### src/rtl/uartprobe_pkg.sv
// Shared constants for the UART probe: AXI response codes, responder FSM states
// and the probe command bytes used by both host tests and the probe itself.
package uartprobe_pkg;

  localparam logic [1:0] RESP_OKAY   = 2'b00;
  localparam logic [1:0] RESP_SLVERR = 2'b10;
  localparam logic [1:0] RESP_DECERR = 2'b11;

  typedef enum logic {
    R_IDLE,
    R_DATA
  } rd_state_e;

  typedef enum logic [1:0] {
    W_IDLE,
    W_ADDR,
    W_DATA,
    W_RESP
  } wr_state_e;

  localparam logic [7:0] CMD_SYNC   = 8'h55;
  localparam logic [7:0] CMD_READ   = 8'h01;
  localparam logic [7:0] CMD_WRITE  = 8'h02;
  localparam logic [7:0] CMD_STATUS = 8'h03;
  localparam logic [7:0] CMD_ACK    = 8'hA0;
  localparam logic [7:0] CMD_NAK    = 8'hAF;

  // Bound is formed in 33 bits so a window ending at the top of the map never wraps.
  function automatic logic [1:0] resp_decode(input logic [31:0] addr,
                                             input logic [2:0]  size,
                                             input logic [31:0] base,
                                             input logic [32:0] depth);
    logic [32:0] lo;
    logic [32:0] hi;
    logic [32:0] a;
    lo = {1'b0, base};
    hi = lo + depth;
    a  = {1'b0, addr};
    if (size != 3'b000) return RESP_SLVERR;
    if (a < lo || a >= hi) return RESP_DECERR;
    return RESP_OKAY;
  endfunction

endpackage

### src/rtl/uartprobe_axi_resp_mem.sv
// Byte backing store for the AXI responder: one synchronous write port,
// one combinational read port, every byte reset to RESET_FILL.
module uartprobe_axi_resp_mem #(
  parameter int unsigned DEPTH      = 256,
  parameter int unsigned AW         = 8,
  parameter logic [7:0]  RESET_FILL = 8'h00
) (
  input  logic          clk,
  input  logic          areset,
  input  logic          we,
  input  logic [AW-1:0] waddr,
  input  logic [7:0]    wdata,
  input  logic [AW-1:0] raddr,
  output logic [7:0]    rdata
);

  logic [7:0] mem [DEPTH];

  always_ff @(posedge clk or posedge areset) begin
    if (areset) begin
      for (int unsigned i = 0; i < DEPTH; i++) mem[i] <= RESET_FILL;
    end else if (we) begin
      mem[waddr] <= wdata;
    end
  end

  assign rdata = mem[raddr];

endmodule

### src/rtl/uartprobe_axi_responder.sv
// Byte-wide AXI-lite slave terminating the probe's m_axi_* port with a small memory.
// Define UARTPROBE_AXI_RESP_WAIT_EN to add WAIT_CYCLES of stall before RVALID/BVALID.
module uartprobe_axi_responder
  import uartprobe_pkg::*;
#(
  parameter logic [31:0] BASE_ADDR   = 32'h0000_0000,
  parameter int unsigned DEPTH       = 256,
  parameter logic [7:0]  RESET_FILL  = 8'h00,
  parameter int unsigned WAIT_CYCLES = 0
) (
  input  logic        clk,
  input  logic        areset,
  input  logic [31:0] s_axi_araddr,
  input  logic [2:0]  s_axi_arsize,
  input  logic        s_axi_arvalid,
  output logic        s_axi_arready,
  output logic [7:0]  s_axi_rdata,
  output logic [1:0]  s_axi_rresp,
  output logic        s_axi_rlast,
  output logic        s_axi_rvalid,
  input  logic        s_axi_rready,
  input  logic [31:0] s_axi_awaddr,
  input  logic [2:0]  s_axi_awsize,
  input  logic        s_axi_awvalid,
  output logic        s_axi_awready,
  input  logic [7:0]  s_axi_wdata,
  input  logic [3:0]  s_axi_wstrb,
  input  logic        s_axi_wlast,
  input  logic        s_axi_wvalid,
  output logic        s_axi_wready,
  output logic [1:0]  s_axi_bresp,
  output logic        s_axi_bvalid,
  input  logic        s_axi_bready
);

  localparam int unsigned AW = $clog2(DEPTH);
  localparam logic [32:0] DEPTH33 = 33'(DEPTH);

`ifdef UARTPROBE_AXI_RESP_WAIT_EN
  localparam logic [15:0] WAIT_LEN = 16'(WAIT_CYCLES);
  logic [15:0] rcnt;
  logic [15:0] wcnt;
`endif

  rd_state_e rstate;
  wr_state_e wstate;

  logic          ar_hs, aw_hs, w_hs;
  logic [1:0]    ar_resp, aw_resp_now;
  logic [AW-1:0] ar_idx, aw_idx_now;
  logic [7:0]    mem_rdata;

  logic [1:0]    aw_resp_q;
  logic [AW-1:0] aw_idx_q;
  logic [7:0]    wdata_q;
  logic          wstrb0_q;

  logic [1:0]    resp_cur;
  logic [AW-1:0] idx_cur;
  logic [7:0]    data_cur;
  logic          strb_cur;
  logic          both;
  logic          mem_we;

  logic unused_ok;
  assign unused_ok = ^{s_axi_wlast, s_axi_wstrb[3:1], (WAIT_CYCLES != 0)};

  assign ar_hs       = s_axi_arvalid & s_axi_arready;
  assign aw_hs       = s_axi_awvalid & s_axi_awready;
  assign w_hs        = s_axi_wvalid & s_axi_wready;
  assign ar_resp     = resp_decode(s_axi_araddr, s_axi_arsize, BASE_ADDR, DEPTH33);
  assign aw_resp_now = resp_decode(s_axi_awaddr, s_axi_awsize, BASE_ADDR, DEPTH33);
  assign ar_idx      = AW'(s_axi_araddr - BASE_ADDR);
  assign aw_idx_now  = AW'(s_axi_awaddr - BASE_ADDR);
  assign s_axi_rlast = s_axi_rvalid;

  // The completing handshake may be this cycle's, so take live channel values over held ones.
  always_comb begin
    resp_cur = aw_hs ? aw_resp_now : aw_resp_q;
    idx_cur  = aw_hs ? aw_idx_now : aw_idx_q;
    data_cur = w_hs ? s_axi_wdata : wdata_q;
    strb_cur = w_hs ? s_axi_wstrb[0] : wstrb0_q;
    both     = 1'b0;
    case (wstate)
      W_IDLE:  both = aw_hs & w_hs;
      W_ADDR:  both = w_hs;
      W_DATA:  both = aw_hs;
      default: both = 1'b0;
    endcase
    mem_we = both && (resp_cur == RESP_OKAY) && strb_cur;
  end

  uartprobe_axi_resp_mem #(
    .DEPTH      (DEPTH),
    .AW         (AW),
    .RESET_FILL (RESET_FILL)
  ) u_mem (
    .clk    (clk),
    .areset (areset),
    .we     (mem_we),
    .waddr  (idx_cur),
    .wdata  (data_cur),
    .raddr  (ar_idx),
    .rdata  (mem_rdata)
  );

  always_ff @(posedge clk or posedge areset) begin
    if (areset) begin
      rstate        <= R_IDLE;
      s_axi_arready <= 1'b0;
      s_axi_rvalid  <= 1'b0;
      s_axi_rdata   <= '0;
      s_axi_rresp   <= '0;
`ifdef UARTPROBE_AXI_RESP_WAIT_EN
      rcnt          <= '0;
`endif
    end else begin
      case (rstate)
        R_IDLE: begin
          if (ar_hs) begin
            s_axi_arready <= 1'b0;
            s_axi_rdata   <= (ar_resp == RESP_OKAY) ? mem_rdata : '0;
            s_axi_rresp   <= ar_resp;
            rstate        <= R_DATA;
`ifdef UARTPROBE_AXI_RESP_WAIT_EN
            rcnt          <= WAIT_LEN;
            s_axi_rvalid  <= (WAIT_LEN == '0);
`else
            s_axi_rvalid  <= 1'b1;
`endif
          end else begin
            s_axi_arready <= 1'b1;
          end
        end
        R_DATA: begin
`ifdef UARTPROBE_AXI_RESP_WAIT_EN
          if (!s_axi_rvalid) begin
            rcnt <= rcnt - 16'd1;
            if (rcnt == 16'd1) s_axi_rvalid <= 1'b1;
          end else
`endif
          if (s_axi_rready) begin
            s_axi_rvalid  <= 1'b0;
            s_axi_arready <= 1'b1;
            rstate        <= R_IDLE;
          end
        end
        default: rstate <= R_IDLE;
      endcase
    end
  end

  always_ff @(posedge clk or posedge areset) begin
    if (areset) begin
      wstate        <= W_IDLE;
      s_axi_awready <= 1'b0;
      s_axi_wready  <= 1'b0;
      s_axi_bvalid  <= 1'b0;
      s_axi_bresp   <= '0;
      aw_resp_q     <= '0;
      aw_idx_q      <= '0;
      wdata_q       <= '0;
      wstrb0_q      <= 1'b0;
`ifdef UARTPROBE_AXI_RESP_WAIT_EN
      wcnt          <= '0;
`endif
    end else begin
      if (aw_hs) begin
        aw_resp_q <= aw_resp_now;
        aw_idx_q  <= aw_idx_now;
      end
      if (w_hs) begin
        wdata_q  <= s_axi_wdata;
        wstrb0_q <= s_axi_wstrb[0];
      end
      if (both) begin
        s_axi_awready <= 1'b0;
        s_axi_wready  <= 1'b0;
        s_axi_bresp   <= resp_cur;
        wstate        <= W_RESP;
`ifdef UARTPROBE_AXI_RESP_WAIT_EN
        wcnt          <= WAIT_LEN;
        s_axi_bvalid  <= (WAIT_LEN == '0);
`else
        s_axi_bvalid  <= 1'b1;
`endif
      end else begin
        case (wstate)
          W_IDLE: begin
            if (aw_hs) begin
              s_axi_awready <= 1'b0;
              s_axi_wready  <= 1'b1;
              wstate        <= W_ADDR;
            end else if (w_hs) begin
              s_axi_wready  <= 1'b0;
              s_axi_awready <= 1'b1;
              wstate        <= W_DATA;
            end else begin
              s_axi_awready <= 1'b1;
              s_axi_wready  <= 1'b1;
            end
          end
          W_ADDR: s_axi_wready  <= 1'b1;
          W_DATA: s_axi_awready <= 1'b1;
          W_RESP: begin
`ifdef UARTPROBE_AXI_RESP_WAIT_EN
            if (!s_axi_bvalid) begin
              wcnt <= wcnt - 16'd1;
              if (wcnt == 16'd1) s_axi_bvalid <= 1'b1;
            end else
`endif
            if (s_axi_bready) begin
              s_axi_bvalid  <= 1'b0;
              s_axi_awready <= 1'b1;
              s_axi_wready  <= 1'b1;
              wstate        <= W_IDLE;
            end
          end
          default: wstate <= W_IDLE;
        endcase
      end
    end
  end

endmodule

### config.mk
export PLATFORM = sky130hd
export DESIGN_NAME = uartprobe_axi_responder
export DESIGN_NICKNAME = d
export VERILOG_FILES = /design/src/rtl/uartprobe_pkg.sv /design/src/rtl/uartprobe_axi_resp_mem.sv /design/src/rtl/uartprobe_axi_responder.sv
export SDC_FILE = /design/constraint.sdc
export NUM_CORES = 2
export LEC_CHECK = 0
export ABC_AREA = 1
export CAP_MARGIN = 20
export CORE_ASPECT_RATIO = 1.5
export CORE_MARGIN = 1.5
export CORE_UTILIZATION = 55
export DETAILED_ROUTE_END_ITERATION = 10
export PLACE_DENSITY_LB_ADDON = 0.12
export RECOVER_POWER = 25
export SETUP_SLACK_MARGIN = 0.2
export SLEW_MARGIN = 20
export SYNTH_ARGS = -nofsm -noshare
export SYNTH_HDL_FRONTEND = slang
export SYNTH_HIERARCHICAL = 1
export SYNTH_SLANG_ARGS = --single-unit
export TNS_END_PERCENT = 50
### constraint.sdc
create_clock -name clk -period 78.3 [get_ports clk]
set_input_delay 7.83 -clock clk [delete_from_list [all_inputs] [get_ports clk]]
set_output_delay 7.83 -clock clk [all_outputs]
set_load 0.03 [all_outputs]
==> summary.txt <==
Outcome
  • Outcome: finished, violations left
  • Failing checks: capacitance limit, slew limit

Logic synthesis
  • Async set-reset flop share out of synthesis: 100%
  • Register area share after synthesis: a little under three fifths
  • Synthesized area: roughly 94000 sq um
  • Area share of the largest cell type after synthesis: a little under three fifths
  • Xor/xnor share of the synthesized area: 0%
  • Post-synthesis mux area share: less than 1%
  • Synthesized instance count: about 12000
  • Synthesized-area fraction occupied by adder cells: less than 1%
  • Synth area leaders: dfrtp_1 (55%), nand2_1 (17%), nand3_1 (11%), o21ai_0 (10%), clkbuf_1 (2.8%)
  • Post-synth EDFFs: 0
  • Post-Syn Nets: around 12000
  • Simple-Gate Fraction of Synth Area: 29.3%
  • Flops & latches, synth: around 2100
  • Synth Area in Compound Gates: about 11%
  • Main combinational cell family by area after synthesis: simple AND/OR/NAND/NOR gates
  • Ys Warns: 6
  • Main flop type after synthesis: dfrtp_1
  • Commonest cells in the netlist: nand2_1 (4380), dfrtp_1 (2087), nand3_1 (2030)
  • Post-synth cell types: 33
  • Post-Syn Area per Cell: between 8 and 9 sq um
  • Most common cell in the netlist: nand2_1
  • Yosys top cell by area: dfrtp_1

Clocking
  • CTS Sinks: roughly 2100
  • Number of hold buffers added after CTS: 0
  • Clock transition at path regs: around 60 ps
  • Clock root buffer: clkbuf_16
  • Resized cells post-CTS: 0
  • Clock latency on the worst-skew pair: between 800 and 900 ps
  • CTS tree: yes
  • Post-CTS Setup Repair Bufs: 0
  • CTS Buf Count: 194
  • Clock buffer depth: 3
  • H-tree depth: 4

STA
  • Fmax: approximately 44 MHz
  • Post-route minimum period: between 20000 and 25000 ps
  • Share of the clock period used by the worst path: slightly below 30%
  • Final hold violations: 0
  • Final worst slack: approximately 56000 ps
  • RSZ-0062 raised after global routing: no
  • Sum Neg Setup Slack: 0 ps
  • Slew margin rel.: -503%
  • # setup viols final: 0
  • Clk_skew: between 30 and 40 ps
  • Slew @ Worst Pin: between 9000 and 10000 ps
  • Fin. max-slew vios: 1400

Die
  • Die width: ~340 microns
  • Num ports: 108
  • Standard-cell row count: ~190
  • Total core area: 171000 sq um
  • Die area: 174000 sq um
  • Initial Util: between 50% and 60%
  • Chip Height: just over 500 microns

Detailed routing
  • DRC: 0
  • Via count: 80900
  • WL met3: 21500 microns
  • DR WL met2: 134000 microns
  • Wire per inst: ~21 microns
  • Final ANT Viol Nets: 0
  • Routed wire length: around 290000 microns
  • Met1 Routed Length: ~120000 microns
  • Vias per cell: 5.92
  • Highest routed layer: met5
  • DR pass1 iterations: 6
  • Drt first-iter violations: between 9000 and 10000

Placement
  • Placed Cells incl. Taps: 13300
  • Post-detail-place hpwl: ~160000 microns
  • Place WS: between 60000 and 70000 ps
  • IO buf count: 103
  • Final GP Congestion: ~0.9

Final layout
  • Final Non-Filler Cells: 13700
  • Multi-input logic area: 38000 sq um
  • Share of cells above drive strength 1: 4.12%
  • Final #Nets: roughly 11000
  • Area Growth Syn to Fin: 7.78%
  • Fillers: 15400
  • Register area: 52200 sq um

Power
  • Max VDD drop: 0.0293 mV
  • Pwr/cell area: approximately 24 nW/um^2
  • Total power: between 0.002 and 0.0025 W
  • Leakage: 44.5 nW

GRT
  • GRT overflow: 0
  • Initial antenna violation count: 5
  • Largest net degree at the start of global routing: 197
  • Tot GR Track Use: around 33%
  • Via count of the first global-routing pass: between 70000 and 80000
  • First-pass GRT wire length: about 450000 microns

Worst setup path
  • Highest net fanout along the worst path: approximately 170
  • Worst Path Arrival: ~24000 ps
  • CP Class: primary input to asynchronous set/reset pin
  • Max incr delay on CP: 6540 ps
  • Critical Path End Type: asynchronous set/reset pin
  • CP Launch Type: primary input
  • WP data required: approximately 79000 ps
  • FF-to-FF path depth: 8
  • Crit-path cells: dlygate4sd3_1 > clkinvlp_2 > clkbuf_1 > clkbuf_1 > buf_4 > buf_4 > buf_12
  • Slowest cell on crit path: clkbuf_1

Worst hold path
  • Hold Crit Class: flop to flop
  • Worst hold path cell count: 1

Flow run
  • Max cap viols: 20
==> kinds of logic after synthesis <==
group | count (synthesis)
flip-flops | 2087
AO/OA/AOI/OAI | 2060
buffers and inverters | 1019
AND/OR/NAND/NOR | 6616
multiplexers | 8
adder cells (fa/ha/maj) | 4
==> report_power, final <==
| part | internal, W | switching, W |
|---|---|---|
| registers | 0.00109 | 0.00000320 |
| clock network | 0.000544 | 0.000414 |
| logic | 0.0000477 | 0.000350 |
==> worst max-delay path: cells and delay by family <==
kind,cells,cell delay [ps]
buffers and inverters,7,15360
==> layout make-up <==
type                       count  share of cell area [%]
sequential                  2087                    51.3
multi-input combinational   8688                    37.4
clock buffer                 291                    5.67
tap                         2256                    2.77
timing repair buffer         230                    2.00
clock inverter                51                   0.610
inverter                      53                   0.270
antenna                        2                 0.00492
==> layer usage <==
layer	GRT usage (%)	up-vias
li1	-	37800
met1	43.7	39300
met2	52.8	3258
met3	4.66	576
met4	16.4	4
met5	0	-
==> final timing paths <==
kind,startpoint,end,slack [ps]
min in group asynchronous,areset,wdata_q[5],7980
hold / removal,rstate,s_axi_rlast,450
setup reg to reg,s_axi_wready,u_mem/mem[217],67820
setup / recovery,areset,u_mem/mem[1762],55660
max in group clk,s_axi_wvalid,u_mem/mem[217],60640
hold reg to reg,rstate,s_axi_rlast,450
==> state kept, by name, indices dropped and copies added, names as in the netlist <==
signal,flops
s_axi_awready,1
rstate,1
u_mem/mem,2048
s_axi_rlast,1
s_axi_rresp,2
aw_idx_q,8
s_axi_bvalid,1
aw_resp_q,2
s_axi_rdata,8
s_axi_arready,1
wdata_q,8
wstrb0_q,1
s_axi_wready,1
s_axi_bresp,2
wstate,2
==> placed cells by master (no fill, tap or decap), drive strengths merged <==
| cell type | n |
|---|---|
| nand2 | 4397 |
| dfrtp | 2087 |
| nand3 | 2030 |
| o21ai | 1973 |
| clkbuf | 306 |
| nor2 | 163 |
| buf | 118 |
| a21oi | 85 |
| clkdlybuf4s50 | 75 |
| inv | 53 |
| clkinv | 32 |
| dlygate4sd3 | 22 |
| nor3 | 20 |
| bufinv | 11 |
| mux2 | 8 |
| clkinvlp | 8 |
| ha | 4 |
| nand4 | 4 |
| diode | 2 |
| or2 | 2 |
| a31oi | 1 |
| o211ai | 1 |
==> stage by stage <==
step                hold WS, ps  utilization (%)  area (sq um)
CTS                         454             59.7        102000
detailed placement          445             55.9         95500
floorplan                   417                -         94400
finish                      447             59.6        102000
global route                475             59.6        102000
global placement            424             55.9         95500
(Power assumes the default switching activity.)
